`config.mk`:
```
export PLATFORM = sky130hd
export DESIGN_NAME = logcap_cmd_initiator_flat
export DESIGN_NICKNAME = d
export VERILOG_FILES = /design/src/rtl/logcap_cmd_initiator_pkg.sv /design/src/rtl/logcap_cmd_initiator_if.sv /design/src/rtl/logcap_cmd_initiator_wait_timer.sv /design/src/rtl/logcap_cmd_initiator.sv /design/src/flat_wrapper.sv
export SDC_FILE = /design/constraint.sdc
export NUM_CORES = 1
export LEC_CHECK = 0
export CELL_PAD_IN_SITES_DETAIL_PLACEMENT = 1
export CELL_PAD_IN_SITES_GLOBAL_PLACEMENT = 1
export CORE_MARGIN = 2
export CORE_UTILIZATION = 26
export CTS_CLUSTER_SIZE = 28
export DETAILED_ROUTE_END_ITERATION = 12
export PLACE_DENSITY_LB_ADDON = 0.1
export SYNTH_ARGS = -nofsm -noshare
export SYNTH_HDL_FRONTEND = slang
export SYNTH_SLANG_ARGS = --single-unit
```
`constraint.sdc`:
```
create_clock -name clk -period 2 [get_ports clk]
set_input_delay 0.2 -clock clk [delete_from_list [all_inputs] [get_ports clk]]
set_output_delay 0.2 -clock clk [all_outputs]
set_load 0.01 [all_outputs]
```
`src/rtl/logcap_cmd_initiator_pkg.sv`:
```
// Shared opcodes, status bit positions and FSM encoding for the capture-core command initiator.
package logcap_cmd_pkg;

    localparam logic [7:0] OP_NOP      = 8'h00;
    localparam logic [7:0] OP_START    = 8'h01;
    localparam logic [7:0] OP_ABORT    = 8'h02;
    localparam logic [7:0] OP_TRIG_CFG = 8'h03;
    localparam logic [7:0] OP_BUF_CFG  = 8'h04;
    localparam logic [7:0] OP_RD_DATA  = 8'h05;
    localparam logic [7:0] OP_RD_SIZE  = 8'h06;
    localparam logic [7:0] OP_ACK      = 8'h08;
    localparam logic [7:0] OP_RESET    = 8'h09;
    localparam logic [7:0] OP_RD_TRIG  = 8'h10;

    localparam int unsigned ST_ACK  = 3;
    localparam int unsigned ST_POST = 2;
    localparam int unsigned ST_PRE  = 1;
    localparam int unsigned ST_IDLE = 0;

    typedef enum logic [2:0] {
        S_IDLE,
        S_PRECLR,
        S_PREWAIT,
        S_ISSUE,
        S_WAITACK,
        S_CLEAR,
        S_WAITCLR,
        S_RESP
    } state_e;

    function automatic logic is_wait_state(state_e s);
        return (s == S_PREWAIT) || (s == S_WAITACK) || (s == S_WAITCLR);
    endfunction

    function automatic logic is_strobe_state(state_e s);
        return (s == S_PRECLR) || (s == S_ISSUE) || (s == S_CLEAR);
    endfunction

endpackage

```
`src/rtl/logcap_cmd_initiator_if.sv`:
```
// Host-side request/response channel between the transport decoder and the command initiator.
interface logcap_cmd_initiator_if;

    logic        req_valid;
    logic        req_ready;
    logic [7:0]  req_opcode;
    logic [63:0] req_payload;
    logic        rsp_valid;
    logic        rsp_ready;
    logic [63:0] rsp_data;
    logic [7:0]  rsp_status;
    logic        rsp_timeout;

    modport master (
        output req_valid, req_opcode, req_payload, rsp_ready,
        input  req_ready, rsp_valid, rsp_data, rsp_status, rsp_timeout
    );

    modport slave (
        input  req_valid, req_opcode, req_payload, rsp_ready,
        output req_ready, rsp_valid, rsp_data, rsp_status, rsp_timeout
    );

endinterface

```
`src/rtl/logcap_cmd_initiator_wait_timer.sv`:
```
// Cycle counter shared by the three wait states; flags the last permitted cycle of a wait.
module logcap_wait_timer #(
    parameter int unsigned TIMEOUT_CYCLES = 4096,
    parameter int unsigned TO_W           = 16
) (
    input  logic clk,
    input  logic reset,
    input  logic clear_i,
    input  logic enable_i,
    output logic expire_o
);

    localparam logic [TO_W-1:0] LAST = TO_W'(TIMEOUT_CYCLES - 1);

    logic [TO_W-1:0] count_q;
    logic [TO_W-1:0] count_d;

    // Saturates at LAST so a held enable can never wrap back to a fresh budget.
    always_comb begin
        count_d = count_q;
        if (clear_i) begin
            count_d = '0;
        end else if (enable_i && (count_q != LAST)) begin
            count_d = count_q + 1'b1;
        end
    end

    always_ff @(posedge clk) begin
        if (reset) begin
            count_q <= '0;
        end else begin
            count_q <= count_d;
        end
    end

    assign expire_o = enable_i && (count_q == LAST);

endmodule

```
`src/rtl/logcap_cmd_initiator.sv`:
```
// HUB-side initiator: issues one host command to the capture core, waits for its ack, returns the response.
module logcap_cmd_initiator
    import logcap_cmd_pkg::*;
#(
    parameter int unsigned TIMEOUT_CYCLES = 4096,
    parameter int unsigned TO_W           = 16
) (
    input  logic                         clk,
    input  logic                         reset,
    logcap_cmd_initiator_if.slave        host,
    output logic [7:0]                   regIn0,
    output logic [7:0]                   regIn1,
    output logic [7:0]                   regIn2,
    output logic [7:0]                   regIn3,
    output logic [7:0]                   regIn4,
    output logic [7:0]                   regIn5,
    output logic [7:0]                   regIn6,
    output logic [7:0]                   regIn7,
    output logic [7:0]                   command,
    output logic                         command_strobe,
    input  logic [7:0]                   status,
    input  logic [7:0]                   regOut0,
    input  logic [7:0]                   regOut1,
    input  logic [7:0]                   regOut2,
    input  logic [7:0]                   regOut3,
    input  logic [7:0]                   regOut4,
    input  logic [7:0]                   regOut5,
    input  logic [7:0]                   regOut6,
    input  logic [7:0]                   regOut7,
    output logic                         busy
);

    state_e      state_q, state_d;
    logic [7:0]  opcode_q, opcode_d;
    logic [63:0] reg_in_q, reg_in_d;
    logic [63:0] rsp_data_q, rsp_data_d;
    logic [7:0]  rsp_status_q, rsp_status_d;
    logic        rsp_timeout_q, rsp_timeout_d;
    logic [7:0]  command_q, command_d;
    logic        strobe_q, strobe_d;
    logic        req_ready_q, req_ready_d;
    logic        busy_q, busy_d;
    logic        rsp_valid_q, rsp_valid_d;
    logic        expired;
    logic        ack;
    logic [63:0] reg_out;

    assign ack     = status[ST_ACK];
    assign reg_out = {regOut7, regOut6, regOut5, regOut4, regOut3, regOut2, regOut1, regOut0};

    logcap_wait_timer #(
        .TIMEOUT_CYCLES (TIMEOUT_CYCLES),
        .TO_W           (TO_W)
    ) u_timer (
        .clk      (clk),
        .reset    (reset),
        .clear_i  (!is_wait_state(state_q)),
        .enable_i (is_wait_state(state_q)),
        .expire_o (expired)
    );

    always_comb begin
        state_d       = state_q;
        opcode_d      = opcode_q;
        reg_in_d      = reg_in_q;
        rsp_data_d    = rsp_data_q;
        rsp_status_d  = rsp_status_q;
        rsp_timeout_d = rsp_timeout_q;

        case (state_q)
            S_IDLE: begin
                if (host.req_valid && req_ready_q) begin
                    opcode_d      = host.req_opcode;
                    reg_in_d      = host.req_payload;
                    rsp_data_d    = '0;
                    rsp_status_d  = '0;
                    rsp_timeout_d = 1'b0;
                    state_d       = ack ? S_PRECLR : S_ISSUE;
                end
            end
            S_PRECLR: state_d = S_PREWAIT;
            S_PREWAIT: begin
                if (!ack) begin
                    state_d = S_ISSUE;
                end else if (expired) begin
                    rsp_timeout_d = 1'b1;
                    rsp_status_d  = status;
                    state_d       = S_RESP;
                end
            end
            S_ISSUE: state_d = (opcode_q == OP_NOP) ? S_RESP : S_WAITACK;
            S_WAITACK: begin
                // regOut is valid on the same edge the ack rises, so capture here.
                if (ack) begin
                    rsp_data_d   = reg_out;
                    rsp_status_d = status;
                    state_d      = S_CLEAR;
                end else if (expired) begin
                    rsp_timeout_d = 1'b1;
                    rsp_data_d    = '0;
                    rsp_status_d  = status;
                    state_d       = S_RESP;
                end
            end
            S_CLEAR: state_d = S_WAITCLR;
            S_WAITCLR: begin
                if (!ack) begin
                    state_d = S_RESP;
                end else if (expired) begin
                    rsp_timeout_d = 1'b1;
                    rsp_data_d    = '0;
                    rsp_status_d  = status;
                    state_d       = S_RESP;
                end
            end
            S_RESP: begin
                if (host.rsp_ready) begin
                    state_d = S_IDLE;
                end
            end
            default: state_d = S_IDLE;
        endcase

        // Outputs are registered from the next state so they line up with the state they describe.
        strobe_d    = is_strobe_state(state_d);
        req_ready_d = (state_d == S_IDLE);
        busy_d      = (state_d != S_IDLE);
        rsp_valid_d = (state_d == S_RESP);
        command_d   = OP_NOP;
        if (state_d == S_ISSUE) begin
            command_d = opcode_d;
        end else if ((state_d == S_PRECLR) || (state_d == S_CLEAR)) begin
            command_d = OP_ACK;
        end
    end

    always_ff @(posedge clk) begin
        if (reset) begin
            state_q       <= S_IDLE;
            opcode_q      <= OP_NOP;
            reg_in_q      <= '0;
            rsp_data_q    <= '0;
            rsp_status_q  <= '0;
            rsp_timeout_q <= 1'b0;
            command_q     <= OP_NOP;
            strobe_q      <= 1'b0;
            req_ready_q   <= 1'b1;
            busy_q        <= 1'b0;
            rsp_valid_q   <= 1'b0;
        end else begin
            state_q       <= state_d;
            opcode_q      <= opcode_d;
            reg_in_q      <= reg_in_d;
            rsp_data_q    <= rsp_data_d;
            rsp_status_q  <= rsp_status_d;
            rsp_timeout_q <= rsp_timeout_d;
            command_q     <= command_d;
            strobe_q      <= strobe_d;
            req_ready_q   <= req_ready_d;
            busy_q        <= busy_d;
            rsp_valid_q   <= rsp_valid_d;
        end
    end

    assign host.req_ready   = req_ready_q;
    assign host.rsp_valid   = rsp_valid_q;
    assign host.rsp_data    = rsp_data_q;
    assign host.rsp_status  = rsp_status_q;
    assign host.rsp_timeout = rsp_timeout_q;

    assign regIn0 = reg_in_q[7:0];
    assign regIn1 = reg_in_q[15:8];
    assign regIn2 = reg_in_q[23:16];
    assign regIn3 = reg_in_q[31:24];
    assign regIn4 = reg_in_q[39:32];
    assign regIn5 = reg_in_q[47:40];
    assign regIn6 = reg_in_q[55:48];
    assign regIn7 = reg_in_q[63:56];

    assign command        = command_q;
    assign command_strobe = strobe_q;
    assign busy           = busy_q;

endmodule

```
`src/flat_wrapper.sv`:
```
// flat-port wrapper written by rule: the top's interface ports become plain ports
module logcap_cmd_initiator_flat import logcap_cmd_pkg::*;
#(
    parameter int unsigned TIMEOUT_CYCLES = 4096,
    parameter int unsigned TO_W           = 16
)
  (clk, reset, regIn0, regIn1, regIn2, regIn3, regIn4, regIn5, regIn6, regIn7, command, command_strobe, status, regOut0, regOut1, regOut2, regOut3, regOut4, regOut5, regOut6, regOut7, busy, host_req_valid, host_req_opcode, host_req_payload, host_rsp_ready, host_req_ready, host_rsp_valid, host_rsp_data, host_rsp_status, host_rsp_timeout);
  logcap_cmd_initiator_if host_i ();
  input  logic clk;
  input  logic reset;
  output logic [7:0] regIn0;
  output logic [7:0] regIn1;
  output logic [7:0] regIn2;
  output logic [7:0] regIn3;
  output logic [7:0] regIn4;
  output logic [7:0] regIn5;
  output logic [7:0] regIn6;
  output logic [7:0] regIn7;
  output logic [7:0] command;
  output logic command_strobe;
  input  logic [7:0] status;
  input  logic [7:0] regOut0;
  input  logic [7:0] regOut1;
  input  logic [7:0] regOut2;
  input  logic [7:0] regOut3;
  input  logic [7:0] regOut4;
  input  logic [7:0] regOut5;
  input  logic [7:0] regOut6;
  input  logic [7:0] regOut7;
  output logic busy;
  input wire logic [$bits(host_i.req_valid)-1:0] host_req_valid;
  input wire logic [$bits(host_i.req_opcode)-1:0] host_req_opcode;
  input wire logic [$bits(host_i.req_payload)-1:0] host_req_payload;
  input wire logic [$bits(host_i.rsp_ready)-1:0] host_rsp_ready;
  output wire logic [$bits(host_i.req_ready)-1:0] host_req_ready;
  output wire logic [$bits(host_i.rsp_valid)-1:0] host_rsp_valid;
  output wire logic [$bits(host_i.rsp_data)-1:0] host_rsp_data;
  output wire logic [$bits(host_i.rsp_status)-1:0] host_rsp_status;
  output wire logic [$bits(host_i.rsp_timeout)-1:0] host_rsp_timeout;
  assign host_i.req_valid = host_req_valid;
  assign host_i.req_opcode = host_req_opcode;
  assign host_i.req_payload = host_req_payload;
  assign host_i.rsp_ready = host_rsp_ready;
  assign host_req_ready = host_i.req_ready;
  assign host_rsp_valid = host_i.rsp_valid;
  assign host_rsp_data = host_i.rsp_data;
  assign host_rsp_status = host_i.rsp_status;
  assign host_rsp_timeout = host_i.rsp_timeout;
  logcap_cmd_initiator #(.TIMEOUT_CYCLES(TIMEOUT_CYCLES), .TO_W(TO_W)) u_core (.clk(clk), .reset(reset), .host(host_i), .regIn0(regIn0), .regIn1(regIn1), .regIn2(regIn2), .regIn3(regIn3), .regIn4(regIn4), .regIn5(regIn5), .regIn6(regIn6), .regIn7(regIn7), .command(command), .command_strobe(command_strobe), .status(status), .regOut0(regOut0), .regOut1(regOut1), .regOut2(regOut2), .regOut3(regOut3), .regOut4(regOut4), .regOut5(regOut5), .regOut6(regOut6), .regOut7(regOut7), .busy(busy));
endmodule
```
After elaboration in Yosys (flattened, before gate mapping)
Cells that the tools add are included.
- shift operators: 0
- mux-type cells: 29
- equality and inequality tests: 19
- reductions and logical operators: 20
- multipliers: 0
- divide/modulo/power cells: 0
- $lt $le $gt $ge: 0
- $add $sub $neg: 1
- bitwise operators: 1
- operator list (operator ; count):
    64-bit two-way mux ; 4
    64-bit one-hot mux with 3 select lines ; 1
    8-bit two-way mux ; 8
    3-bit one-hot mux with 8 select lines ; 1
    8-bit one-hot mux with 3 select lines ; 1
    3-bit == test, second input constant ; 6
    3-bit two-way mux ; 6
    16-bit by 1-bit adder with 16-bit output, second input constant ; 1
    16-bit by 12-bit == test with 1-bit output, second input constant ; 1
    16-bit by 12-bit != test with 1-bit output, second input constant ; 1
    3-bit by 2-bit == test with 1-bit output, second input constant ; 3
    3-bit nonzero test ; 3
    8-bit zero test ; 1
    3-bit by 1-bit == test with 1-bit output, second input constant ; 2
    3-bit zero test ; 2
    2-bit by 1-bit != test with 1-bit output, second input constant ; 3
    1-bit logical OR ; 5
    5-bit AND reduction ; 1
    1-bit two-way mux ; 4
    2-bit two-way mux ; 2
    4-bit two-way mux ; 1
    2-bit != test, second input constant ; 2
    4-bit AND reduction ; 1
    2-bit OR reduction ; 2
    6 further kinds ; 8
- bits of input ports: 148
- bits in latches: 0
- output and inout port bits: 149
- memory bits (read-only): 0
- logic and storage cells: 82
- memory bits (writable): 0
- memories kept: 0
- flip-flop bits (word level): 176

Longest topological paths before layout
- depth after elaboration: 11
- depth in mapped cells: 7
- depth with buffers taken out: 6

Hierarchy
From an unflattened synthesis, not the netlist that was laid out.
- cell total of the unflattened synthesis: 750
- area, all modules: 6653.9 um2
- modules (own cells, without submodules) (module ; area an instance (um2) ; seq. area each (um2) ; instances ; cells each):
    logcap_cmd_initiator ; 5805.6 ; 3203.1 ; 1 ; 652
    logcap_wait_timer ; 848.3 ; 320.3 ; 1 ; 98

Least setup slack after synthesis
OpenSTA, ideal clock, no wires.
- path type: flip-flop to flip-flop
- start point: reg u_core.u_timer.count_q[0]
- end point: reg u_core.rsp_status_q[3] (netlist: u_core.host.rsp_status[3])
- data arrival time: 1.759 ns
- stages on the path, launching flop included: 7
- setup slack: 0.118 ns
- data required time: 1.877 ns
- buffers on the path: 0
- library setup time: 0.123 ns
- cells stage by stage: dfxtp_1 ha_1 and4_1 and4_4 o21ai_0 a21oi_4 mux2_1
- longest elaborated chain between the ends: 4
- ends and longest elaborated chain (item ; line ; source):
    start, declared ; logcap_cmd_initiator_wait_timer.sv:15 ; logic [TO_W-1:0] count_q;
    start signal, assigned ; logcap_cmd_initiator_wait_timer.sv:32 ; count_q <= count_d;
    16-bit by 12-bit == test with 1-bit output (*) ; logcap_cmd_initiator_wait_timer.sv:36 ; assign expire_o = enable_i && (count_q == LAST);
    1-bit logical AND (*) ; logcap_cmd_initiator_wait_timer.sv:36 ;
    3-bit by 2-bit != test with 1-bit output (no line) or 2-bit by 1-bit != test with 1-bit output (tied branches) ; n/a ;
    5-bit AND reduction (no line) (*) ; n/a ;
    end signal, assigned ; logcap_cmd_initiator.sv:155 ; rsp_status_q <= rsp_status_d;
    end, declared ; logcap_cmd_initiator.sv:37 ; logic [7:0] rsp_status_q, rsp_status_d;
Every way passes the cells marked *; elsewhere a longest branch is shown, timed or not.
A chain may end at the register's enable or synchronous reset.

Worst setup path after layout
- start point: reg u_core.u_timer.count_q[1]
- end point: reg u_core.u_timer.count_q[15]
- longest elaborated chain between the ends: 2
- ends and longest elaborated chain (item):
    parallel branches: the longest is 2 deep, another holds 16-bit by 1-bit adder with 16-bit output
Several ways; the timed one is not identified.

==> summary.txt <==
Run status
  – Run status: completed

Timing
  – Final setup margin: 0.1112 ns
  – RSZ-0062 raised after global routing: no
  – Final Slew Violations: 0
  – Tcrit/Tclk final: 0.9444
  – Total Neg Setup Slack: 0 ns
  – Relative slew margins: 0.5863
  – Slew @ Worst Pin: 0.6206 ns
  – Fmax: 0.5294 GHz
  – Final Hold Viols: 0
  – Final setup violation count: 0
  – Clk_skew: 0.01095 ns
  – Fin crit period: 1.889 ns

Global routing
  – Largest net degree at the start of global routing: 55
  – Vias in the first global route: 5610
  – GRT Util Overall: 0.1686
  – First-pass GRT wire length: 32200 um
  – Initial antenna violation count: 0
  – GRT overflow: 0

Power and ir drop
  – Cell Pwr Density: 955.5 nW/um^2
  – Worst VDD drop: 0.0004264 V
  – Leak pwr: 3.669 nW

Clock tree
  – Maximum buffer depth of the clock tree: 2
  – Clk sinks: 176
  – Root Driver: clkbuf_16
  – Clock transition at the registers of the reported paths: 0.07 ns
  – Post-CTS Hold Fix Bufs: 0
  – Post-CTS Setup Bufs: 0
  – Inserted Clock Buffers: 17
  – Worst-skew pair later-pin latency: 0.43 ns
  – CTS tree: done
  – CTS HTree Levels: 4

Floorplan
  – Core area: 23330 sq um
  – Die area: 24840 sq um
  – Die width: 157.6 um
  – Starting Density: 0.2630
  – IO Pins: 297
  – Site Rows: 56
  – Die Span Y: 157.6 um

Drt
  – DRT Wirelength: 21410 um
  – Routed wl met2: 9723 um
  – WL/cell: 16.74 um
  – Metal-1 WL: 9482 um
  – Top metal layer carrying routed signals: met4
  – DRC: 0
  – Pre-antenna DRT Iters: 4
  – Met3 WL: 1927 um
  – Vias/cell: 4.473
  – Post-DRT Antenna Nets: 0
  – Initial DRC count: 284
  – Routed via count: 5721

Setup path
  – CP Capture Type: flip-flop
  – R2r setup slk: 0.11 ns
  – R2r endpoint: u_core.u_timer.count_q[15]
  – Crit Path Class: reg -> reg
  – Worst setup path endpoint: u_core.u_timer.count_q[15]
  – Crit path max fanout: 6
  – Startpoint Class: flip-flop
  – Worst path required time: 2.36 ns
  – Crit path DAT: 2.25 ns
  – Worst setup path startpoint: u_core.u_timer.count_q[1]
  – R2R depth: 6
  – Worst R2R Start: u_core.u_timer.count_q[1]

Synth
  – Adder-Cell Fraction of Synth Area: 0.002039
  – Xor/xnor share of the synthesized area: 0.01713
  – Syn_nets: 797
  – Combinational family with the most area after synthesis: compound AO/OA/AOI/OAI gates
  – Syn Std Cell Area: 6136 sq um
  – Number of synthesized flops with an enable pin: 0
  – #FFs+latches synth: 176
  – Asr flop ratio synth: 0
  – Simple-Gate Fraction of Synth Area: 0.1711
  – YS warnings: 0
  – Seq/Total Area, Yosys: 0.5742
  – Primary FF master, synth: dfxtp_1
  – Compound-Gate Fraction of Synth Area: 0.1770
  – Synth unique cells: 50
  – Multiplexer area fraction after synthesis: 0.02467
  – Syn_area_per_cell: 9.469 sq um
  – Syn Inst Count: 648

Finish
  – Nets: 1096
  – Most common cell after layout, fill and taps aside: clkdlybuf4s50_1
  – Most frequent cells in the layout: clkdlybuf4s50_1 (295), dfxtp_1 (176), nand2_1 (152), a21oi_1 (69), a22o_1 (64)
  – Antenna Cells: 0
  – Synth-to-Final Area Change: 66.11%
  – Layout cells sized above 1: 0.08229

Placed design
  – Worst slack at placement: 0.02332 ns
  – Dpl hpwl: 15590 um
  – GP Congestion: 0.6702
  – I/O Buffers: 296

Flow run
  – Max cap viols: 0

Hold path
  – Worst hold path class: in -> reg
-- stage by stage --
step / utilization / instances / total power, mW / instance area [sq um] / hold slack [ns]
finish: 0.4368 / 1279 / 9.738 / 10190 / 0.1618
global route: 0.4368 / 1279 / 10.33 / 10190 / 0.1744
CTS: 0.4363 / 1279 / 9.917 / 10180 / 0.1574
detailed placement: 0.4115 / 1247 / 6.593 / 9600 / 0.4469
global placement: 0.4115 / 1247 / 6.586 / 9600 / 0.4419
floorplan: - / 648 / 5.192 / 6136 / 0.3330
-- worst min-delay path by stage --
stage | start | cells after the start | endpoint
after global routing | reset | 2 | u_core.reg_in_q[55]
after CTS | reset | 2 | u_core.state_q[1]
after detailed placement | u_core.reg_in_q[0] | 2 | u_core.reg_in_q[0]
after floorplan | regOut0[0] | 1 | u_core.host.rsp_data[0]
final | reset | 2 | u_core.state_q[1]
after global placement | u_core.reg_in_q[27] | 2 | u_core.reg_in_q[27]
-- synth_stat cells (all sizes together) (2+ instances only) --
library cell	count	area, sq um
nor4	4	37.53
inv	4	15.01
o21ai	9	45.04
buf	15	76.32
or3	5	36.28
and4	3	28.78
o21ba	2	20.02
mux2i	14	140.1
nand3	7	35.03
and3	2	12.51
nor2	25	93.84
nand2	152	570.6
or4	2	15.01
xor2	3	26.28
nand2b	10	62.56
a22o	64	560.5
nor3	15	75.07
dfxtp	176	3523
or2	2	12.51
clkbuf	31	116.4
xnor2	9	78.83
a22oi	2	15.01
a21oi	72	375.4
nand4	3	25.02
-- state kept, by name, indices dropped and copies added (netlist names) --
| register | count |
|---|---|
| u_core.host.rsp_data | 64 |
| u_core.reg_in_q | 64 |
| u_core.u_timer.count_q | 16 |
| u_core.command | 8 |
| u_core.host.rsp_status | 8 |
| u_core.opcode_q | 8 |
| u_core.state_q | 3 |
| u_core.busy | 1 |
| u_core.command_strobe | 1 |
| u_core.host.req_ready | 1 |
| u_core.host.rsp_timeout | 1 |
| u_core.host.rsp_valid | 1 |
-- critical path: stages (launching register included) --
cell     delay [ns]
dfxtp_1        0.33
ha_1           0.20
and4_4         0.21
and4_4         0.17
or3_4          0.41
or3_4          0.38
a21oi_2        0.12
-- kinds of logic after synthesis --
kind of cell | after synthesis
muxes | 15
and+or+nand+nor | 236
AOI/OAI and AO/OA | 158
buffers and inverters | 50
adders and majority gates | 1
xor gates and xnor gates | 12
DFF | 176
-- final cells by class --
type	count	area (sq um)
clock inverter	14	150.1
clock buffer	18	429.2
sequential	176	3523
timing repair buffer	326	3236
fill	2672	13140
inverter	4	15.01
multi-input combinational	422	2440
tap	319	399.1
-- power breakdown --
| part | internal, mW | leakage [nW] | total (mW) | switching [mW] |
|---|---|---|---|---|
| sequential | 3.83 | 1.43 | 4.00 | 0.169 |
| clock | 1.67 | 0.276 | 3.26 | 1.60 |
| combinational | 1.24 | 1.97 | 2.48 | 1.24 |
| total | 6.73 | 3.67 | 9.74 | 3.01 |
-- repair_timing --
| item | CTS | global route |
|---|---|---|
| gates resized for setup | 0 | 6 |
| setup endpoints to repair | 0 | 45 |
| hold endpoints to repair | 0 | 0 |
-- routing by layer --
metal / up-vias / global-route usage
li1: 2829 / -
met1: 2672 / 0.2108
met2: 201 / 0.2685
met3: 19 / 0.06789
met4: 0 / 0.04632
met5: - / 0
No activity file was read; power rests on OpenSTA's default activity.
